<file path="config.mk">
export PLATFORM = sky130hd
export DESIGN_NAME = lock_sequencer
export DESIGN_NICKNAME = d
export VERILOG_FILES = /design/src/rtl/lock_seq_pkg.sv /design/src/rtl/lock_timer.sv /design/src/rtl/lock_sequencer.sv
export SDC_FILE = /design/constraint.sdc
export NUM_CORES = 1
export LEC_CHECK = 0
export BUFFER_PORTS_ARGS = -buffer_cell sky130_fd_sc_hd__buf_2
export CAP_MARGIN = 10
export CELL_PAD_IN_SITES_DETAIL_PLACEMENT = 0
export CELL_PAD_IN_SITES_GLOBAL_PLACEMENT = 1
export CORE_MARGIN = 2
export CORE_UTILIZATION = 23
export DETAILED_ROUTE_END_ITERATION = 10
export PLACE_DENSITY_LB_ADDON = 0.1
export SETUP_SLACK_MARGIN = 0.15
export SYNTH_ARGS = -nofsm -noshare
export SYNTH_HDL_FRONTEND = slang
export SYNTH_SLANG_ARGS = --single-unit
</file>
<file path="constraint.sdc">
create_clock -name clk -period 8.5 [get_ports clk]
set_clock_uncertainty 0.2 [all_clocks]
set_input_delay 2.55 -clock clk [delete_from_list [all_inputs] [get_ports clk]]
set_output_delay 2.55 -clock clk [all_outputs]
set_load 0.02 [all_outputs]
</file>
<file path="src/rtl/lock_seq_pkg.sv">
// Shared definitions for the cascaded-servo lock sequencer.
// Holds the FSM state encoding, the BACKOFF dwell length and the retry-counter width.
package lock_seq_pkg;

  typedef enum logic [2:0] {
    StIdle    = 3'd0,
    StAcquire = 3'd1,
    StSettle  = 3'd2,
    StLocked  = 3'd3,
    StBackoff = 3'd4,
    StFault   = 3'd5
  } state_e;

  localparam int unsigned BACKOFF_CYCLES = 16;
  localparam int unsigned RETRY_W        = 4;

endpackage

</file>
<file path="src/rtl/lock_timer.sv">
// Clearable, saturating up-counter with a terminal-count compare.
// Ports:
//   clk   - clock
//   rst   - synchronous active-high reset
//   clr   - clear the count (wins over counting)
//   limit - terminal count
//   hit   - the count after this cycle's increment has reached limit
// The counter advances every cycle it is not cleared, so hit is a look-ahead:
// it tells the owner that the edge about to occur completes the interval.
module lock_timer #(
  parameter int unsigned W = 8
) (
  input  logic         clk,
  input  logic         rst,
  input  logic         clr,
  input  logic [W-1:0] limit,
  output logic         hit
);

  logic [W-1:0] count_q;
  logic [W-1:0] count_inc;

  assign count_inc = (count_q == '1) ? count_q : count_q + 1'b1;
  // >= so a limit lowered mid-interval still terminates at the next compare.
  assign hit       = (count_inc >= limit);

  always_ff @(posedge clk) begin
    if (rst || clr) begin
      count_q <= '0;
    end else begin
      count_q <= count_inc;
    end
  end

endmodule

</file>
<file path="src/rtl/lock_sequencer.sv">
// Lock sequencer for a cascade of auto-lock servos (index 0 innermost).
// Brings servos up one stage at a time, requiring a stage's pid_on to stay
// high for a hold interval before moving outward, with per-attempt timeout,
// retry/backoff and fault handling.
// Ports:
//   clk, rst        - clock, synchronous active-high reset
//   start           - arms the sequence (rising edge) from IDLE or FAULT
//   stop_all        - forces IDLE
//   pid_on          - PIDon from each auto-lock
//   hold_cycles     - hold interval (0 treated as 1)
//   timeout_cycles  - per-attempt timeout (0 disables)
//   max_retries     - timeouts tolerated before FAULT
//   stop_servo, primary_mode, primary_locked - per-servo controls
//   stage, state, all_locked, fault, retry_cnt - status
module lock_sequencer
  import lock_seq_pkg::*;
#(
  parameter int unsigned N_SERVO = 3,
  parameter int unsigned HOLD_W  = 24,
  parameter int unsigned TMO_W   = 28
) (
  input  logic                clk,
  input  logic                rst,
  input  logic                start,
  input  logic                stop_all,
  input  logic [N_SERVO-1:0]  pid_on,
  input  logic [HOLD_W-1:0]   hold_cycles,
  input  logic [TMO_W-1:0]    timeout_cycles,
  input  logic [3:0]          max_retries,
  output logic [N_SERVO-1:0]  stop_servo,
  output logic [N_SERVO-1:0]  primary_mode,
  output logic [N_SERVO-1:0]  primary_locked,
  output logic [2:0]          stage,
  output logic [2:0]          state,
  output logic                all_locked,
  output logic                fault,
  output logic [RETRY_W-1:0]  retry_cnt
);

  localparam int unsigned BoW = $clog2(BACKOFF_CYCLES);

  state_e             state_q, state_d;
  logic [2:0]         stage_q, stage_d;
  logic [RETRY_W-1:0] retry_q, retry_d, retry_inc;
  logic [BoW-1:0]     bo_q, bo_d;
  logic               start_q, arm;
  logic [7:0]         pid_pad;
  logic               pid_k;
  logic               lost;
  logic [2:0]         lost_idx;
  logic [HOLD_W-1:0]  hold_limit;
  logic               hold_hit, hold_clr;
  logic               tmo_hit_raw, tmo_hit, tmo_keep;
  logic               active_d;
  logic [N_SERVO-1:0] stop_d, locked_d;

  assign arm        = start && !start_q;
  assign pid_pad    = 8'(pid_on);
  assign pid_k      = pid_pad[stage_q];
  assign retry_inc  = (retry_q == '1) ? retry_q : retry_q + 1'b1;
  assign hold_limit = (hold_cycles == '0) ? HOLD_W'(1) : hold_cycles;
  assign tmo_hit    = (timeout_cycles != '0) && tmo_hit_raw;
  // Hold interval restarts on every entry into SETTLE.
  assign hold_clr   = !((state_q == StSettle) && (state_d == StSettle));

  lock_timer #(.W(HOLD_W)) u_hold (
    .clk   (clk),
    .rst   (rst),
    .clr   (hold_clr),
    .limit (hold_limit),
    .hit   (hold_hit)
  );

  lock_timer #(.W(TMO_W)) u_tmo (
    .clk   (clk),
    .rst   (rst),
    .clr   (!tmo_keep),
    .limit (timeout_cycles),
    .hit   (tmo_hit_raw)
  );

  // Lowest dropped servo below the current stage (at or below it once LOCKED).
  always_comb begin
    lost     = 1'b0;
    lost_idx = '0;
    for (int j = int'(N_SERVO) - 1; j >= 0; j--) begin
      if (!pid_on[j] && ((j < int'(stage_q)) ||
                         ((state_q == StLocked) && (j == int'(stage_q))))) begin
        lost     = 1'b1;
        lost_idx = 3'(j);
      end
    end
  end

  always_comb begin
    state_d  = state_q;
    stage_d  = stage_q;
    retry_d  = retry_q;
    bo_d     = '0;
    tmo_keep = 1'b0;
    unique case (state_q)
      StIdle: begin
        if (arm) begin
          state_d = StAcquire;
          stage_d = '0;
        end
      end
      StFault: begin
        if (arm) begin
          state_d = StAcquire;
          stage_d = '0;
          retry_d = '0;
        end
      end
      StBackoff: begin
        if (bo_q == BoW'(BACKOFF_CYCLES - 1)) begin
          state_d = StAcquire;
          stage_d = '0;
        end else begin
          bo_d = bo_q + 1'b1;
        end
      end
      StAcquire, StSettle, StLocked: begin
        if (lost) begin
          state_d = StAcquire;
          stage_d = lost_idx;
        end else if ((state_q != StLocked) && tmo_hit) begin
          retry_d = retry_inc;
          stage_d = '0;
          state_d = (retry_inc > max_retries) ? StFault : StBackoff;
        end else if (state_q == StAcquire) begin
          tmo_keep = 1'b1;
          if (pid_k) state_d = StSettle;
        end else if (state_q == StSettle) begin
          tmo_keep = 1'b1;
          if (!pid_k) begin
            state_d = StAcquire;
          end else if (hold_hit) begin
            tmo_keep = 1'b0;
            if (stage_q == 3'(N_SERVO - 1)) begin
              state_d = StLocked;
            end else begin
              state_d = StAcquire;
              stage_d = stage_q + 3'd1;
            end
          end
        end
      end
      default: begin
        state_d = StIdle;
        stage_d = '0;
        retry_d = '0;
      end
    endcase
    if (stop_all) begin
      state_d  = StIdle;
      stage_d  = '0;
      retry_d  = '0;
      bo_d     = '0;
      tmo_keep = 1'b0;
    end
  end

  // Servo controls decoded from next state so they register alongside it.
  always_comb begin
    active_d    = (state_d == StAcquire) || (state_d == StSettle) || (state_d == StLocked);
    stop_d      = '1;
    locked_d    = '0;
    locked_d[0] = active_d;
    for (int i = 0; i < int'(N_SERVO); i++) begin
      stop_d[i] = active_d ? (i > int'(stage_d)) : 1'b1;
    end
    for (int i = 1; i < int'(N_SERVO); i++) begin
      locked_d[i] = active_d && pid_on[i-1];
    end
  end

  always_ff @(posedge clk) begin
    if (rst) begin
      state_q        <= StIdle;
      stage_q        <= '0;
      retry_q        <= '0;
      bo_q           <= '0;
      start_q        <= 1'b0;
      stop_servo     <= '1;
      primary_mode   <= '1;
      primary_locked <= '0;
      all_locked     <= 1'b0;
      fault          <= 1'b0;
    end else begin
      state_q        <= state_d;
      stage_q        <= stage_d;
      retry_q        <= retry_d;
      bo_q           <= bo_d;
      start_q        <= start;
      stop_servo     <= stop_d;
      primary_mode   <= stop_d;
      primary_locked <= locked_d;
      all_locked     <= (state_d == StLocked);
      fault          <= (state_d == StFault);
    end
  end

  assign state     = state_q;
  assign stage     = stage_q;
  assign retry_cnt = retry_q;

endmodule

</file>
==> results.py <==
metrics = {
    "die": {
        "initial_utilization_pct": 23.6,
        "die_height_um": 157,
        "die_w_um": 157,
        "die-area_sq_um": 24600,
        "row_count": 55,
        "core_sq_um": 22800,
        "ios": 84,
    },
    "place": {
        "port_buffers": 83,
        "placed_cells_incl_taps": 1046,
        "gp_congestion": 0.762,
        "dp_hpwl_um": 12200,
        "pre_cts_ws_ns": 1.69,
    },
    "critical_path": {
        "required_ns": 8.54,
        "arrival_ns": 6.26,
        "cp_max_fo": 27,
        "startpoint_type": "input port",
        "cp-end-kind": "flop",
        "crit_type": "input port to flop",
    },
    "sta": {
        "fin_setup_tns_ns": 0,
        "slew_headroom_pct": 26.7,
        "rsz0062_at_grt": "false",
        "finalHoldViolations": 0,
        "clock.fmax_mhz": 161,
        "setup_slack_ns": 2.28,
        "maxSlewViolCount": 0,
        "min_period_ns": 6.22,
        "setup_violations": 0,
        "finalCritPeriodShare_pct": 73.2,
        "worst_slew_pin_slew_ns": 1.10,
    },
    "worst_hold_path": {
        "hold_class": "flop to flop",
    },
    "synthesis": {
        "ys_types": 59,
        "synth_cells": 667,
        "synth-seq-cells": 75,
        "synth_nets": 794,
        "yosysSeqAreaShare_pct": 28.0,
        "synth_edf_count": 0,
        "post_synth.cell_area_avg_sq_um": 8.05,
        "synthArstFlopShare_pct": 0,
        "yosysWarningCount": 0,
        "synth_area_sq_um": 5370,
        "synthFlopType": "dfxtp_1",
    },
    "status": {
        "status": "complete, no violations",
    },
    "routing": {
        "drc": 0,
        "wl_per_cell_um": 14.2,
        "drt_iter0_drc": 181,
        "routed_wl_um": 15100,
        "dr_total_vias": 4801,
        "drtAntennaViolNets": 0,
        "first_pass_iters": 4,
        "via_per_inst": 4.52,
    },
    "global_route": {
        "grt_max_degree": 28,
        "grt_pass1_wl_um": 24400,
        "grt_overflow": 0,
        "grt_pass1_vias": 4755,
        "grt_antenna_before_repair": 0,
        "globalRouteTotalUtil_pct": 12.7,
    },
    "layout": {
        "fin_nets": 872,
        "mostFrequentLayoutCell": "buf_2",
        "layout_common_cells": "83 x buf_2, 75 x dfxtp_1, 73 x inv_1",
        "fin_util_pct": 27.8,
        "area_delta_synth_final_pct": 18.1,
        "antenna_cells": 0,
        "drive_gt1_share_pct": 15.4,
        "fin_cells": 1061,
    },
    "clock_network": {
        "cts_resized": 0,
        "cts_root_buffer": "clkbuf_16",
        "clk_pin_slew_worst_paths_ns": 0.06,
        "ctsHtreeMaxLevel": 3,
        "clk_latency_ns": 0.34,
        "cts_setup_buffers": 0,
        "cts_tree": "yes",
        "cts.sinks": 75,
        "clk_path_buf_depth": 2,
        "ctsHoldBuffers": 0,
        "cts_buffers": 9,
    },
    "pwr": {
        "peakVddDrop_uv": 85.8,
        "power_density_nw_per_um2": 119,
        "power_w": 0.000754,
        "power_leakage_nw": 2.85,
    },
    "flow_run": {
        "maxCapViolations": 0,
    },
}
report_power, final:
| part | switching, W | total [W] | internal [W] | leakage, nW |
|---|---|---|---|---|
| Clock | 0.000148 | 0.000340 | 0.000192 | 0.128 |
| Sequential | 0.00000156 | 0.000354 | 0.000353 | 0.605 |
| Combinational | 0.0000337 | 0.0000590 | 0.0000253 | 2.12 |
synthesized netlist by cell type (3+ instances only):
cell / n / area share (%)
inv_1: 73 / 5.1
a21o_1: 5 / 0.70
nand3_1: 24 / 2.2
nand4_1: 22 / 2.6
buf_4: 4 / 0.56
xnor2_1: 25 / 4.1
or3_1: 3 / 0.35
mux2_2: 5 / 1.0
xor2_1: 24 / 3.9
nor3_1: 16 / 1.5
and4_1: 8 / 1.3
ha_1: 64 / 15
and3_1: 10 / 1.2
and2_1: 6 / 0.70
or2_2: 4 / 0.47
a211oi_1: 5 / 0.70
dfxtp_1: 75 / 28
nor3b_1: 4 / 0.56
nand4b_1: 3 / 0.49
o211a_1: 3 / 0.56
nor2_1: 49 / 3.4
a21oi_1: 40 / 3.7
o21a_1: 4 / 0.56
nor2b_1: 50 / 5.8
nand2_1: 39 / 2.7
nor4_1: 21 / 2.4
clkbuf_1: 8 / 0.56
nand2b_1: 9 / 1.0
buf_2: 3 / 0.28
o21ai_0: 23 / 2.1
path summary, 6_finish.rpt:
kind | cells after the start | slack (ns) | to | from
max | 13 | 2.28 | u_tmo.count_q[24]$_SDFF_PP0_ | hold_cycles[0]
min | 1 | 0.25 | bo_q[0]$_SDFF_PP0_ | bo_q[0]$_SDFF_PP0_
max reg2reg | 17 | 2.45 | u_hold.count_q[6]$_SDFF_PP0_ | u_tmo.count_q[15]$_SDFF_PP0_
min reg2reg | 1 | 0.25 | bo_q[0]$_SDFF_PP0_ | bo_q[0]$_SDFF_PP0_
cell type report:
type	count	area [sq um]
timing repair buffer	84	427
multi-input combinational	502	3500
clock buffer	10	229
clock inverter	4	20.0
tap	313	392
sequential	75	1500
fill	2496	16400
inverter	73	274
worst max-delay path, cell delays in order:
cell,delay (ns)
buf_2,0.12
nor4_1,0.45
nand4_1,0.19
o21bai_1,0.21
ha_1,0.25
nand2b_1,0.14
a211o_1,0.29
a21oi_1,0.15
o21ai_0,0.28
o21ai_0,0.25
a21oi_1,0.11
or4_1,0.91
a311oi_2,0.36
flip-flops by register name (all words and copies together) (netlist names):
name,flops
u_hold.count_q,24
retry_cnt,4
u_tmo.count_q,28
primary_mode,3
start_q,1
primary_locked,3
fault,1
bo_q,4
stage,3
all_locked,1
state,3
per-layer routing:
metal  vias up  global-route usage, %  wire [um]
li1       2479                      -          -
met3        13                   1.86        435
met2        80                   20.9       6880
met4         0                   4.41        215
met1      2229                   16.9       7520
met5         -                      0          0
per-stage QoR:
stage	hold slack, ns	cell area [sq um]
floorplan	0.218	5370
global placement	0.229	6080
detailed placement	0.242	6080
CTS	0.255	6330
global route	0.275	6340
finish	0.250	6340
kinds of logic after synthesis:
logic type,synth area share (%)
compound gates,13.0
xor+xnor,7.99
fa+ha+maj,14.9
buf+inv,6.92
flops,28.0
mux,1.23
simple gates,28.0
Note: power is estimated with default switching activity, not from simulation.
